==> src/rtl/accum_pkg.sv <==
// Shared accumulator-table definitions: default geometry, derived sizes and the
// sequencer state encoding used by both the read and write address controls.
package accum_pkg;

  localparam int unsigned MAX_OUT_ROWS = 128;
  localparam int unsigned MAX_OUT_COLS = 128;
  localparam int unsigned SYS_ARR_ROWS = 16;
  localparam int unsigned SYS_ARR_COLS = 16;
  localparam int unsigned DATA_WIDTH   = 32;

  localparam int unsigned NUM_ACCUM_ROWS = MAX_OUT_ROWS * (MAX_OUT_COLS / SYS_ARR_COLS);
  localparam int unsigned NUM_SUBMATS_M  = MAX_OUT_ROWS / SYS_ARR_ROWS;
  localparam int unsigned NUM_SUBMATS_N  = MAX_OUT_COLS / SYS_ARR_COLS;

  typedef enum logic [1:0] {
    StIdle  = 2'd0,
    StRun   = 2'd1,
    StDrain = 2'd2,
    StDone  = 2'd3
  } accum_state_e;

  function automatic int unsigned clamp_dim(input int unsigned dim, input int unsigned max_dim);
    return (dim > max_dim) ? max_dim : dim;
  endfunction

endpackage

==> src/rtl/accum_table_read_control_if.sv <==
// Table read port plus tagged output stream of the accumulator read sequencer.
// master = sequencer side, slave = table SRAM / downstream consumer side.
interface accum_table_read_control_if #(
  parameter int unsigned AddrW = $clog2(accum_pkg::NUM_ACCUM_ROWS),
  parameter int unsigned DataW = accum_pkg::SYS_ARR_COLS * accum_pkg::DATA_WIDTH,
  parameter int unsigned RowW  = $clog2(accum_pkg::MAX_OUT_ROWS),
  parameter int unsigned BlkW  = $clog2(accum_pkg::NUM_SUBMATS_N)
);

  logic             accum_rd_en;
  logic [AddrW-1:0] accum_rd_addr;
  logic [DataW-1:0] accum_rd_data;
  logic             out_valid;
  logic             out_ready;
  logic [DataW-1:0] out_data;
  logic [RowW-1:0]  out_row;
  logic [BlkW-1:0]  out_col_blk;
  logic             out_last;

  modport master (
    output accum_rd_en, accum_rd_addr, out_valid, out_data, out_row, out_col_blk, out_last,
    input  accum_rd_data, out_ready
  );

  modport slave (
    input  accum_rd_en, accum_rd_addr, out_valid, out_data, out_row, out_col_blk, out_last,
    output accum_rd_data, out_ready
  );

endinterface

==> src/rtl/accum_rd_skid_fifo.sv <==
// Two-entry FIFO holding returned table rows with their tags; push and pop may
// coincide at any occupancy, including full.
module accum_rd_skid_fifo #(
  parameter int unsigned Width = 8
) (
  input  logic             clk,
  input  logic             rst_n,
  input  logic             i_push,
  input  logic [Width-1:0] i_data,
  input  logic             i_pop,
  output logic [Width-1:0] o_data,
  output logic [1:0]       o_count,
  output logic             o_valid
);

  logic [Width-1:0] r_mem [2];
  logic             r_wr_ptr;
  logic             r_rd_ptr;
  logic [1:0]       r_count;
  logic             w_push;
  logic             w_pop;

  assign w_pop  = i_pop && (r_count != 2'd0);
  // A full FIFO accepts a push only when the head leaves on the same edge.
  assign w_push = i_push && ((r_count != 2'd2) || w_pop);

  always_ff @(posedge clk or negedge rst_n) begin
    if (!rst_n) begin
      r_mem[0] <= '0;
      r_mem[1] <= '0;
      r_wr_ptr <= 1'b0;
      r_rd_ptr <= 1'b0;
      r_count  <= 2'd0;
    end else begin
      if (w_push) begin
        r_mem[r_wr_ptr] <= i_data;
        r_wr_ptr        <= ~r_wr_ptr;
      end
      if (w_pop) begin
        r_rd_ptr <= ~r_rd_ptr;
      end
      r_count <= r_count + 2'(w_push) - 2'(w_pop);
    end
  end

  assign o_data  = r_mem[r_rd_ptr];
  assign o_count = r_count;
  assign o_valid = (r_count != 2'd0);

endmodule

==> src/rtl/accum_table_read_control.sv <==
// Read-side sequencer for the accumulator table: walks column blocks (outer) and
// output rows (inner), reads each table row and streams it out with row/blk/last tags.
module accum_table_read_control #(
  parameter int unsigned MAX_OUT_ROWS = accum_pkg::MAX_OUT_ROWS,
  parameter int unsigned MAX_OUT_COLS = accum_pkg::MAX_OUT_COLS,
  parameter int unsigned SYS_ARR_ROWS = accum_pkg::SYS_ARR_ROWS,
  parameter int unsigned SYS_ARR_COLS = accum_pkg::SYS_ARR_COLS,
  parameter int unsigned DATA_WIDTH   = accum_pkg::DATA_WIDTH
) (
  input  logic clk,
  input  logic rst_n,
  input  logic start,
  input  logic [$clog2(MAX_OUT_ROWS / SYS_ARR_ROWS):0] num_submats_m,
  input  logic [$clog2(MAX_OUT_COLS / SYS_ARR_COLS):0] num_submats_n,
  output logic busy,
  output logic done,
  accum_table_read_control_if.master bus
);

  import accum_pkg::*;

  localparam int unsigned NumSubmatsM  = MAX_OUT_ROWS / SYS_ARR_ROWS;
  localparam int unsigned NumSubmatsN  = MAX_OUT_COLS / SYS_ARR_COLS;
  localparam int unsigned NumAccumRows = MAX_OUT_ROWS * NumSubmatsN;
  localparam int unsigned AddrW        = $clog2(NumAccumRows);
  localparam int unsigned RowW         = $clog2(MAX_OUT_ROWS);
  localparam int unsigned BlkW         = $clog2(NumSubmatsN);
  localparam int unsigned MW           = $clog2(NumSubmatsM) + 1;
  localparam int unsigned NW           = $clog2(NumSubmatsN) + 1;
  localparam int unsigned LaneW        = SYS_ARR_COLS * DATA_WIDTH;
  localparam int unsigned FifoW        = LaneW + RowW + BlkW + 1;

  accum_state_e r_state;
  accum_state_e w_state_next;

  logic [RowW-1:0]  r_row_cnt;
  logic [BlkW-1:0]  r_blk_cnt;
  logic [RowW-1:0]  r_row_last;
  logic [BlkW-1:0]  r_blk_last;
  logic             r_inflight;
  logic [RowW-1:0]  r_tag_row;
  logic [BlkW-1:0]  r_tag_blk;
  logic             r_tag_last;

  logic [MW-1:0]    w_m;
  logic [NW-1:0]    w_n;
  logic             w_start_idle;
  logic             w_zero_dim;
  logic             w_row_wrap;
  logic             w_last_issue;
  logic [2:0]       w_occ;
  logic             w_issue;
  logic             w_pop;
  logic [AddrW-1:0] w_rd_addr;
  logic [FifoW-1:0] w_fifo_head;
  logic [1:0]       w_fifo_count;
  logic             w_fifo_valid;

  assign w_m = MW'(clamp_dim(32'(num_submats_m), NumSubmatsM));
  assign w_n = NW'(clamp_dim(32'(num_submats_n), NumSubmatsN));

  assign w_start_idle = (r_state == StIdle) && start;
  assign w_zero_dim   = (w_m == '0) || (w_n == '0);
  assign w_row_wrap   = (r_row_cnt == r_row_last);
  assign w_last_issue = w_row_wrap && (r_blk_cnt == r_blk_last);

  // Occupancy after this edge if we did not issue: FIFO entries plus the read in flight.
  assign w_pop   = w_fifo_valid && bus.out_ready;
  assign w_occ   = 3'(w_fifo_count) + 3'(r_inflight) - 3'(w_pop);
  assign w_issue = (r_state == StRun) && (w_occ < 3'd2);

  always_ff @(posedge clk or negedge rst_n) begin
    if (!rst_n) begin
      r_state <= StIdle;
    end else begin
      r_state <= w_state_next;
    end
  end

  always_comb begin
    w_state_next = r_state;
    unique case (r_state)
      StIdle:  if (start) w_state_next = w_zero_dim ? StDone : StRun;
      StRun:   if (w_issue && w_last_issue) w_state_next = StDrain;
      StDrain: if ((w_fifo_count == 2'd0) && !r_inflight) w_state_next = StDone;
      StDone:  w_state_next = StIdle;
      default: w_state_next = StIdle;
    endcase
  end

  always_comb begin
    busy      = (r_state != StIdle);
    done      = (r_state == StDone);
    w_rd_addr = '0;
    if (w_issue) begin
      w_rd_addr = AddrW'(r_blk_cnt) * AddrW'(MAX_OUT_ROWS) + AddrW'(r_row_cnt);
    end
  end

  always_ff @(posedge clk or negedge rst_n) begin
    if (!rst_n) begin
      r_row_cnt  <= '0;
      r_blk_cnt  <= '0;
      r_row_last <= '0;
      r_blk_last <= '0;
    end else if (w_start_idle) begin
      r_row_cnt  <= '0;
      r_blk_cnt  <= '0;
      r_row_last <= RowW'(32'(w_m) * SYS_ARR_ROWS - 32'd1);
      r_blk_last <= BlkW'(32'(w_n) - 32'd1);
    end else if (w_issue) begin
      if (w_row_wrap) begin
        r_row_cnt <= '0;
        r_blk_cnt <= r_blk_cnt + 1'b1;
      end else begin
        r_row_cnt <= r_row_cnt + 1'b1;
      end
    end
  end

  // Tags ride one cycle behind the strobe so they meet the returning table data.
  always_ff @(posedge clk or negedge rst_n) begin
    if (!rst_n) begin
      r_inflight <= 1'b0;
      r_tag_row  <= '0;
      r_tag_blk  <= '0;
      r_tag_last <= 1'b0;
    end else begin
      r_inflight <= w_issue;
      if (w_issue) begin
        r_tag_row  <= r_row_cnt;
        r_tag_blk  <= r_blk_cnt;
        r_tag_last <= w_last_issue;
      end
    end
  end

  accum_rd_skid_fifo #(
    .Width (FifoW)
  ) u_fifo (
    .clk     (clk),
    .rst_n   (rst_n),
    .i_push  (r_inflight),
    .i_data  ({r_tag_last, r_tag_blk, r_tag_row, bus.accum_rd_data}),
    .i_pop   (w_pop),
    .o_data  (w_fifo_head),
    .o_count (w_fifo_count),
    .o_valid (w_fifo_valid)
  );

  assign bus.accum_rd_en   = w_issue;
  assign bus.accum_rd_addr = w_rd_addr;
  assign bus.out_valid     = w_fifo_valid;
  assign bus.out_data      = w_fifo_head[LaneW-1:0];
  assign bus.out_row       = w_fifo_head[LaneW +: RowW];
  assign bus.out_col_blk   = w_fifo_head[LaneW + RowW +: BlkW];
  assign bus.out_last      = w_fifo_head[FifoW-1];

endmodule

==> src/flat_wrapper.sv <==
// flat-port wrapper written by rule: the top's interface ports become plain ports
module accum_table_read_control_flat import accum_pkg::*;
#(
  parameter int unsigned MAX_OUT_ROWS = accum_pkg::MAX_OUT_ROWS,
  parameter int unsigned MAX_OUT_COLS = accum_pkg::MAX_OUT_COLS,
  parameter int unsigned SYS_ARR_ROWS = accum_pkg::SYS_ARR_ROWS,
  parameter int unsigned SYS_ARR_COLS = accum_pkg::SYS_ARR_COLS,
  parameter int unsigned DATA_WIDTH   = accum_pkg::DATA_WIDTH
)
  (clk, rst_n, start, num_submats_m, num_submats_n, busy, done, bus_accum_rd_en, bus_accum_rd_addr, bus_out_valid, bus_out_data, bus_out_row, bus_out_col_blk, bus_out_last, bus_accum_rd_data, bus_out_ready);
  accum_table_read_control_if bus_i ();
  input  logic clk;
  input  logic rst_n;
  input  logic start;
  input  logic [$clog2(MAX_OUT_ROWS / SYS_ARR_ROWS):0] num_submats_m;
  input  logic [$clog2(MAX_OUT_COLS / SYS_ARR_COLS):0] num_submats_n;
  output logic busy;
  output logic done;
  output wire logic [$bits(bus_i.accum_rd_en)-1:0] bus_accum_rd_en;
  output wire logic [$bits(bus_i.accum_rd_addr)-1:0] bus_accum_rd_addr;
  output wire logic [$bits(bus_i.out_valid)-1:0] bus_out_valid;
  output wire logic [$bits(bus_i.out_data)-1:0] bus_out_data;
  output wire logic [$bits(bus_i.out_row)-1:0] bus_out_row;
  output wire logic [$bits(bus_i.out_col_blk)-1:0] bus_out_col_blk;
  output wire logic [$bits(bus_i.out_last)-1:0] bus_out_last;
  input wire logic [$bits(bus_i.accum_rd_data)-1:0] bus_accum_rd_data;
  input wire logic [$bits(bus_i.out_ready)-1:0] bus_out_ready;
  assign bus_accum_rd_en = bus_i.accum_rd_en;
  assign bus_accum_rd_addr = bus_i.accum_rd_addr;
  assign bus_out_valid = bus_i.out_valid;
  assign bus_out_data = bus_i.out_data;
  assign bus_out_row = bus_i.out_row;
  assign bus_out_col_blk = bus_i.out_col_blk;
  assign bus_out_last = bus_i.out_last;
  assign bus_i.accum_rd_data = bus_accum_rd_data;
  assign bus_i.out_ready = bus_out_ready;
  accum_table_read_control #(.MAX_OUT_ROWS(MAX_OUT_ROWS), .MAX_OUT_COLS(MAX_OUT_COLS), .SYS_ARR_ROWS(SYS_ARR_ROWS), .SYS_ARR_COLS(SYS_ARR_COLS), .DATA_WIDTH(DATA_WIDTH)) u_core (.clk(clk), .rst_n(rst_n), .start(start), .num_submats_m(num_submats_m), .num_submats_n(num_submats_n), .busy(busy), .done(done), .bus(bus_i));
endmodule
==> config.mk <==
export PLATFORM = sky130hd
export DESIGN_NAME = accum_table_read_control_flat
export DESIGN_NICKNAME = d
export VERILOG_FILES = /design/src/rtl/accum_pkg.sv /design/src/rtl/accum_table_read_control_if.sv /design/src/rtl/accum_rd_skid_fifo.sv /design/src/rtl/accum_table_read_control.sv /design/src/flat_wrapper.sv
export SDC_FILE = /design/constraint.sdc
export NUM_CORES = 1
export LEC_CHECK = 0
export ABC_AREA = 1
export BUFFER_PORTS_ARGS = -buffer_cell sky130_fd_sc_hd__buf_2
export CORE_AREA = 5 5 414 416
export CTS_CLUSTER_DIAMETER = 200
export CTS_CLUSTER_SIZE = 16
export DETAILED_ROUTE_END_ITERATION = 16
export DIE_AREA = 0 0 419 421
export PLACE_DENSITY = 0.52
export SYNTH_ARGS = -nofsm -noshare
export SYNTH_HDL_FRONTEND = slang
export SYNTH_SLANG_ARGS = --single-unit
==> constraint.sdc <==
create_clock -name clk -period 5.2 [get_ports clk]
set_clock_uncertainty 0.15 [all_clocks]
set_input_delay 1.3 -clock clk [delete_from_list [all_inputs] [get_ports clk]]
set_output_delay 1.3 -clock clk [all_outputs]
set_load 0.05 [all_outputs]
==> results of run 1 <==
[metal layers]
metal | up-vias | GRT usage, % | part of all wire (%)
met5 | - | 0 | 0.12
met4 | 34 | 6.687 | 3.6
met3 | 299 | 4.340 | 6.2
met2 | 1175 | 30.88 | 47
met1 | 20370 | 24.61 | 43
li1 | 20060 | - | -
[layout make-up]
cell class,instances,area share [%]
tap,2204,4.831
multi-input combinational,3830,29.15
timing repair buffer,1150,11.17
antenna,34,0.1491
clock inverter,7,0.2718
sequential,1081,47.40
clock buffer,78,3.382
inverter,553,3.650
[worst paths after layout]
check / endpoint / depth (start not counted)
setup / recovery: bus_accum_rd_addr[8] / 10
hold / removal: u_core.u_fifo.r_mem[221] / 2
setup reg to reg: u_core.r_blk_cnt[1] / 13
hold reg to reg: u_core.u_fifo.r_mem[221] / 2
max in group asynchronous: u_core.u_fifo.r_mem[729] / 2
min in group asynchronous: u_core.u_fifo.r_mem[906] / 1
[cell usage after synthesis (all sizes together)]
master | instances | share of area, %
a21oi | 3 | 0.031
a31oi | 3 | 0.039
and3 | 1 | 0.013
buf | 223 | 2.6
clkbuf | 187 | 1.5
dfrtp | 1081 | 57
fa | 1 | 0.042
ha | 12 | 0.31
inv | 553 | 4.4
nand2 | 2161 | 17
nand3 | 8 | 0.094
nand4 | 4 | 0.052
nor2 | 30 | 0.27
o21a | 1 | 0.016
o21ai | 1591 | 17
o31ai | 2 | 0.031
or2 | 3 | 0.039
xnor2 | 4 | 0.073
xor2 | 6 | 0.11
[cells by family after synthesis]
logic type | Yosys count
compound gates | 1600
simple gates | 2207
xor+xnor | 10
fa+ha+maj | 13
flops | 1081
buf+inv | 963
[state kept, by name, summed over array words and instances, names as in the netlist]
| signal | cells |
|---|---|
| u_core.r_blk_cnt | 3 |
| u_core.u_fifo.r_rd_ptr | 1 |
| u_core.r_tag_row | 7 |
| u_core.r_tag_blk | 3 |
| u_core.r_row_last | 4 |
| u_core.r_tag_last | 1 |
| u_core.u_fifo.r_mem | 1046 |
| u_core.r_row_cnt | 7 |
| u_core.u_fifo.o_count | 2 |
| u_core.r_blk_last | 3 |
| u_core.r_inflight | 1 |
| u_core.r_state | 2 |
| u_core.u_fifo.r_wr_ptr | 1 |
[critical path, delay by kind of cell]
kind,cells,cell delay [ns]
AND/OR/NAND/NOR,4,0.72
buffers and inverters,4,0.72
adder cells (fa/ha/maj),2,0.79
[through the flow]
| step | utilization, % | worst slack (ns) | hold slack [ns] |
|---|---|---|---|
| global placement | 32.91 | 0.08399 | 0.3120 |
| floorplan | - | 0.03779 | 0.2987 |
| CTS | 34.16 | 0.05992 | 0.3346 |
| global route | 34.20 | 0.07634 | 0.3482 |
| detailed placement | 32.91 | 0.06295 | 0.3186 |
| finish | 34.21 | 0.2120 | 0.3324 |
==> results by stage, run 1 <==
Status:
- The run finished with clean final reports.

Synth:
- The portion of synthesized area spent on multiplexers is 0%.
- Counting flops and latches in the post-synthesis netlist gives 1081.
- The xor/xnor share of the synthesized area is 0.1836%.
- Counting distinct cell types in the post-synthesis netlist gives 29.
- For this run, the register share of the synthesized area comes to 56.70%.
- Each instance of the synthesized netlist takes up on average 8.122 um^2.
- Yosys printed 0 warnings.
- By area, the combinational part of the netlist is dominated by simple AND/OR/NAND/NOR gates.
- The gate count of the mapped netlist is 5874.
- Counting every net in the synthesized netlist gives 6411.
- The area fraction in and, or, nand and nor cells after synthesis is 17.51%.
- The synthesized netlist devotes 16.81% of its cell area to compound gates.
- The synthesized-area fraction occupied by adder cells is 0.3567%.
- Summing every instance area after synthesis gives 47710 um^2.

CTS:
- The post-cts resize count is 0.
- CTS saw 1081 sinks.
- The number of clock buffers added by TritonCTS is 77.
- The H-tree depth is 3.
- The buffer type at the clock tree root is sky130_fd_sc_hd__clkbuf_16.
- The later pin in the worst-skew pair is clocked with a latency of 0.68 ns.
- Buffers added to address setup during post-CTS repair amount to 0.
- The number of hold-repair buffers added at the cts stage is 0.
- The clock passes through at most 3 buffers.
- TritonCTS built the clock tree.
- Clock-pin slew was measured on the worst setup and hold paths at 0.08 ns.

Timing:
- For the pin with the worst max-slew slack, the measured transition is 1.415 ns.
- In this run the tightest slew margin relative to its limit is 5.684%.
- Setup repair after global routing left no endpoint under its margin.
- The final setup violation count is 0.
- The clock period minus worst slack is 4.988 ns.
- After layout, the worst path uses 95.92% of the clock period.
- Adding up every negative setup slack in the final design gives 0 ns.
- The maximum achievable frequency is 200.5 MHz.
- The final hold violation count came to 0.
- The number of pins exceeding their max-slew limit in the final report was 0.

Detailed routing:
- The routed wire length is 172900 um.
- The via density per instance is 4.693.
- The pre-antenna-repair detailed-routing pass consisted of 8 iterations.
- The average wire per cell in the routed design is 19.35 um.
- The number of DRC markers after the initial detailed-route iteration is 3627.
- The number of nets still failing antenna checks after routing is 0.
- The number of remaining DRC errors is 0.
- The routed layout has 41940 vias.

Worst hold path:
- The hold path startpoint is u_core.u_fifo.r_mem[221].
- The class of the tightest hold or removal check is register to register.

Worst setup path:
- The signal arrival time at the worst endpoint is 3.54 ns.
- The setup check on the worst reg-to-reg path leaves a slack of 1.85 ns.
- The worst setup path is launched from a primary input.
- Data on the critical path is required at its endpoint by 3.75 ns.
- On the worst path, the slowest cell contributes a delay of 0.51 ns.
- Among all stages on the critical path, the largest delay is contributed by sky130_fd_sc_hd__fa_1.
- The timing startpoint of the critical path is bus_out_ready.
- The most frequent cell on the critical path is sky130_fd_sc_hd__buf_2.
- The worst register-to-register path begins at u_core.u_fifo.o_count[1].
- The type of the setup path with the least slack is primary input to primary output.
- Of all nets on the critical path, the largest fanout is 9.
- The signal on the critical path passes through buf_2 -> nand2_4 -> inv_1 -> ha_1 -> or2_2 -> fa_1 -> nand4_1 -> buf_4 -> nor2_1 -> buf_2.
- STA classifies the critical path endpoint as a primary output.

Die:
- After floorplanning, the core was sized to cover 166800 um^2.
- The height of the die is 421 um.
- The number of standard-cell rows in the floorplan is 150.
- From left edge to right edge, the die measures 419 um.
- The die covers 176400 um^2.
- Pin placement for this block handled 1061 I/O pins.
- The effective utilization at floorplan is 28.59%.

Layout:
- The final non-filler cell area is 57080 um^2.
- The storage element area is 27050 um^2.
- The area overhead of the layout relative to synthesis is 19.65%.
- The number of standard cells in the layout, taps in and fillers out is 8937.
- After filler insertion, the fill cell instance count of the layout stands at 17700.
- The net count of the finished layout is 7230.
- The leading cell type in the layout, fill and taps excluded is sky130_fd_sc_hd__nand2_1.
- The library cells used most frequently in the layout, excluding fill and tap cells, are sky130_fd_sc_hd__nand2_1 (2158), sky130_fd_sc_hd__o21ai_0 (1512), sky130_fd_sc_hd__dfrtp_1 (1080), sky130_fd_sc_hd__buf_2 (1059), sky130_fd_sc_hd__inv_1 (551).
- Cells with a size suffix above 1 make up 18.60% of the layout.
- The multi-input combinational cells in the finished layout cover a total of 16640 um^2.

Job:
- Max-cap violations in this run came to 0.

Global routing:
- In the global route stage, overall resource usage came out at 18.91%.
- The initial antenna violation count came to 85.
- The first global-routing pass estimated 259700 um of wire.
- The maximum number of pins on one net before global-route repair is 195.
- The via count of the first global-routing pass is 39650.
- The total overflow reported by the global router is 0.

Placement:
- The number of port buffers is 1060.
- The placer congestion estimate is 0.8655.
- Once placement finished, the instance area stood at 54900 um^2.
- The number of placed instances, taps included, is 8817.
- The estimated wirelength of the detail-placed design is 120500 um.
Power of run 1 is left out: the tool's default activity adds up to more than one toggle a clock period on the data nets, which glitch-free logic cannot reach.
==> run 2: changes to the inputs <==
Settings changed: CORE_AREA 5 5 414 416 to 5 5 410 412, CTS_BUF_LIST set to sky130_fd_sc_hd__clkbuf_2 sky130_fd_sc_hd__clkbuf_4 sky130_fd_sc_hd__clkbuf_8, DIE_AREA 0 0 419 421 to 0 0 415 417, PLACE_DENSITY 0.52 to 0.55, SYNTH_HIERARCHICAL set to 1.
==> run 2 against run 1 <==
Routed wire length up 15%. Final area up 3.8%. Sequential cell count unchanged. Register-to-register slack better by 0.19 ns. Maximum frequency up 3.1%. Final cell count up 6.3%. Synthesized area up 7.5%. Critical path depth up 2.
==> results by stage, run 2 <==
Timing:
- The smallest hold slack is 0.3267 ns (-0.005685 ns).
- The maximum achievable frequency was 206.7 MHz (+3.1%).
- The final hold violation count is 0 (unchanged).
- The normalized max-slew margin is 18.99% (+13 points).
- The final setup TNS is 0 ns (unchanged).
- Setup repair after global routing left no endpoint under its margin.
- The final setup violation count is 0 (unchanged).
- The smallest setup slack after layout is 0.3615 ns (+0.1495 ns).
- The number of pins exceeding their max-slew limit in the final report is 0 (unchanged).
- The pin slew with the least headroom to its limit is 1.215 ns (-0.1996 ns).
- The final worst-path cycle share is 93.05% (-2.9 points).
- The clock period minus worst slack is 4.838 ns (-0.1495 ns).

Worst hold path:
- The tightest min-delay check is of the register to register type.

Power and ir drop:
- Of the total power, the clock network draws 9.6%.
- The net switching share of the total power is 58.12%.
- The leakage power total is 33.38 nW.
- The internal power of the cells totals 18.80 mW.
- The total power of the final layout is 44.90 mW.
- In this run, flip-flops and latches consume 31.1% of the power.
- IR analysis of the VDD net gives a maximum drop of 0.0006132 V.
- Dividing total power by cell area gives a power density of 757.6 nW/um^2.
- The switching power summed over all nets is 26.10 mW.
- The share of total power in combinational logic is 59.4%.

Status:
- The run finished with clean final reports.

Global routing:
- The via count of the first global-routing pass is 44770 (+13%).
- The maximum number of pins on one net before global-route repair is 192 (-1.5%).
- The initial antenna violation count is 99 (+16%).
- The global-route usage over all layers is 21.79% (+2.9 points).
- The wire length of the first global-routing pass is 296500 um (+14%).
- The total overflow reported by the global router was 0 (unchanged).

Detailed routing:
- The first-pass iteration count of the detailed router is 6 (-2).
- The average wire per cell in the routed design is 20.92 um (+8.1%).
- The number of DRC markers after the initial detailed-route iteration was 5460 (+51%).
- The number of remaining DRC errors came to 0 (unchanged).
- The via density per instance is 5.099 (+8.7%).
- The number of nets still failing antenna checks after routing is 0 (unchanged).
- The total number of vias is 48470 (+16%).
- The routed wire length is 198800 um (+15%).

Worst setup path:
- The endpoint required time on the critical path is 3.75 ns (about the same).
- The maximum fanout count along the critical path was 8 (-1).
- The buffers plus inverters on the worst setup path is 5 (+1).
- The largest individual stage delay along the critical path comes from the cell sky130_fd_sc_hd__fa_1.
- The maximum cell stage delay along the critical path is 0.57 ns (+0.06 ns).
- The kind of cell adding the most delay to the critical path is adder cells.
- The signal arrival time at the worst endpoint was 3.39 ns (-0.15 ns).
- The worst setup slack for register-to-register paths is 2.04 ns (+0.19 ns).
- Traced cell by cell, the critical path runs through inv_1 -> nand2_1 -> nand2_1 -> inv_1 -> ha_1 -> inv_1 -> nand2_1 -> fa_1 -> nand4_4 -> buf_12 -> nor2_2 -> buf_12.
- STA classifies the critical path endpoint as a primary output.
- The type of the setup path with the least slack is register to primary output.
- STA classifies the critical path startpoint as a register.

Synth:
- The count of flip-flops with a built-in enable after synthesis came to 0 (unchanged).
- The warning count from the yosys run came to 6 (+6).
- Summed over all instances, the cell type with the most area after synthesis is sky130_fd_sc_hd__dfrtp_1.
- Among all flip-flop cells after synthesis, the most frequent one is sky130_fd_sc_hd__dfrtp_1.
- The proportion of register bits with asynchronous set or reset after synthesis is 100.0% (unchanged).
- The mean cell area of the mapped netlist is 7.782 um^2 (-4.2%).
- The number of nets in the synthesized netlist is 7130 (+11%).
- The gate count of the mapped netlist is 6593 (+12%).
- By count the netlist is led by sky130_fd_sc_hd__nand2_1 (3740), sky130_fd_sc_hd__dfrtp_1 (1081), sky130_fd_sc_hd__nand4_1 (1049), sky130_fd_sc_hd__buf_2 (432), sky130_fd_sc_hd__clkbuf_1 (98).
- The post-synthesis cell area is 51310 um^2 (+7.5%).
- The most common cell in the synthesized netlist is sky130_fd_sc_hd__nand2_1.
- The area fraction of the dominant cell type after synthesis is 52.72% (-4.0 points).
- Ranked by total cell area, the synthesized netlist is headed by sky130_fd_sc_hd__dfrtp_1 (53%), sky130_fd_sc_hd__nand2_1 (27%), sky130_fd_sc_hd__nand4_1 (13%).
- The number of synthesized register bits is 1081 (unchanged).
- The number of distinct library cell variants in the gate-level netlist after synthesis came to 29 (unchanged).
- The portion of the post-synthesis area used by sequential elements is 52.72% (-4.0 points).

Layout:
- The area overhead of the layout relative to synthesis is 15.51%.
- The number of standard cells in the layout, taps in and fillers out came to 9504 (+6.3%).
- The filler cell count was 17480 (-1.3%).
- In the final layout, the registers with the most flip-flops are u_core/u_fifo/r_mem (1046), u_core/r_row_cnt (7), u_core/r_tag_row (7).
- The leading cell type in the layout, fill and taps excluded is sky130_fd_sc_hd__nand2_1.
- The fraction of layout instances using a drive strength above 1 is 17.47% (-1.1 points).
- In the layout the commonest cells are sky130_fd_sc_hd__nand2_1 (3740), sky130_fd_sc_hd__dfrtp_1 (1077), sky130_fd_sc_hd__buf_2 (1051), sky130_fd_sc_hd__nand4_1 (1049), sky130_fd_sc_hd__clkbuf_8 (78).
- Counting flops per register, the top entry is u_core/u_fifo/r_mem.
- The number of flip-flops under the largest register name came to 1046 (unchanged).
- The number of nets at the end of the flow is 7775 (+7.5%).

Die:
- The height of the die is 417 um (-0.95%).
- The boundary pin count is 1061 (unchanged).
- The die boundary width is 415 um (-0.95%).
- The number of standard-cell rows in the floorplan came to 149 (-0.67%).
- The die footprint is 173100 um^2 (-1.9%).
- The effective utilization at floorplan came to 31.28% (+2.7 points).
- The core area came to 164100 um^2 (-1.7%).

CTS:
- The H-tree depth is 3 (unchanged).
- The number of sinks on the clock net is 1081 (unchanged).
- The clock tree from TritonCTS is yes.
- The number of hold-repair buffers added at the cts stage is 0 (unchanged).
- The deepest clock path buffer count is 3 (unchanged).
- The clock edge transition at the registers on the reported setup and hold paths was 0.12 ns (+0.04 ns).
- The total CTS buffers came to 77 (unchanged).
- The tree is rooted in a sky130_fd_sc_hd__clkbuf_8.
- The clock insertion delay at the later pin of the skew report was 0.80 ns (+0.12 ns).

Placement:
- The number of port buffers is 1060 (unchanged).
- The estimated wirelength of the detail-placed design came to 125600 um (+4.3%).
- The placer congestion estimate is 0.8534 (-1.4%).
- The post-placement setup slack was 0.1907 ns (+0.1278 ns).
- The number of cells in the design after placement came to 9347 (+6.0%).

Job:
- The max capacitance violation total is 0 (unchanged).
## run 2: cell count changes after synthesis, moves of 5 or more
cell | previous run | this run
sky130_fd_sc_hd__nand2_1 | 2158 | 3740
sky130_fd_sc_hd__o21ai_0 | 1512 | 16
sky130_fd_sc_hd__nand4_1 | 4 | 1049
sky130_fd_sc_hd__inv_1 | 551 | 34
sky130_fd_sc_hd__buf_2 | 173 | 432
sky130_fd_sc_hd__clkbuf_1 | 187 | 98
sky130_fd_sc_hd__o21ai_1 | 79 | 2
sky130_fd_sc_hd__buf_1 | 15 | 31
sky130_fd_sc_hd__buf_6 | 16 | 1
sky130_fd_sc_hd__buf_4 | 18 | 23
sky130_fd_sc_hd__nand2_2 | 1 | 6
## run 2: cells by family after synthesis
| group | share of synthesized area [%] |
|---|---|
| flip-flops | 52.72 |
| AO/OA/AOI/OAI | 0.2926 |
| adder cells (fa/ha/maj) | 0.3316 |
| AND/OR/NAND/NOR | 40.69 |
| buffers and inverters | 5.794 |
| XOR/XNOR | 0.1707 |
## run 2: area by class of cell
cell class / instances / area [um^2] / share of cell area, %
Sequential cell: 1081 / 27060 / 45.66
Multi-Input combinational cell: 4889 / 21320 / 35.97
Timing Repair Buffer: 1151 / 6656 / 11.23
Tap cell: 2189 / 2739 / 4.621
Clock buffer: 80 / 1089 / 1.837
Antenna cell: 70 / 175.2 / 0.2956
Inverter: 38 / 157.7 / 0.2660
Clock inverter: 6 / 66.31 / 0.1119
## run 2: worst paths after layout
kind                                           from                       end  cells past startpoint
max                        u_core/u_fifo/o_count[1]      bus_accum_rd_addr[3]                     12
min                        u_core/u_fifo/r_mem[789]  u_core/u_fifo/r_mem[789]                      2
max reg2reg                  u_core/u_fifo/r_wr_ptr   u_core/u_fifo/r_mem[37]                      4
min reg2reg                u_core/u_fifo/r_mem[789]  u_core/u_fifo/r_mem[789]                      2
max in group asynchronous                     rst_n  u_core/u_fifo/r_mem[134]                      2
min in group asynchronous                     rst_n  u_core/u_fifo/r_mem[997]                      1
## run 2: per-layer routing
layer | track usage [%] | part of all wire, %
met5 | 0 | 0.12
met4 | 10.14 | 4.4
met3 | 5.127 | 6.9
met2 | 34.17 | 47
met1 | 28.57 | 41
## run 2: metrics by stage
step,util [%],instance area [um^2]
after floorplan,-,51310
after global placement,35.30,57910
after detailed placement,35.30,57910
after CTS,36.01,59070
after global routing,36.09,59210
final,36.13,59270
## run 2: power by group through the flow
stage                     Sequential (mW)  Combinational (mW)  Clock [mW]
final                                13.9                26.7        4.30
after global routing                 14.3                28.6        4.80
after CTS                            13.9                26.8        4.54
after detailed placement             14.1                26.8           0
after global placement               14.0                26.6           0
after floorplan                      13.5                19.4           0
## run 2: worst min-delay path, stage by stage, from the launching register on
cell and delay (ns):
sky130_fd_sc_hd__dfrtp_1 0.35, sky130_fd_sc_hd__nand2_1 0.05, sky130_fd_sc_hd__nand2_1 0.05
## run 2: what timing repair did
action	CTS	global route
pin swaps	0	0
setup buffers	0	1
gates resized for setup	2	0
setup endpoints to repair	5	4
Note: power is estimated with default switching activity, not from simulation.
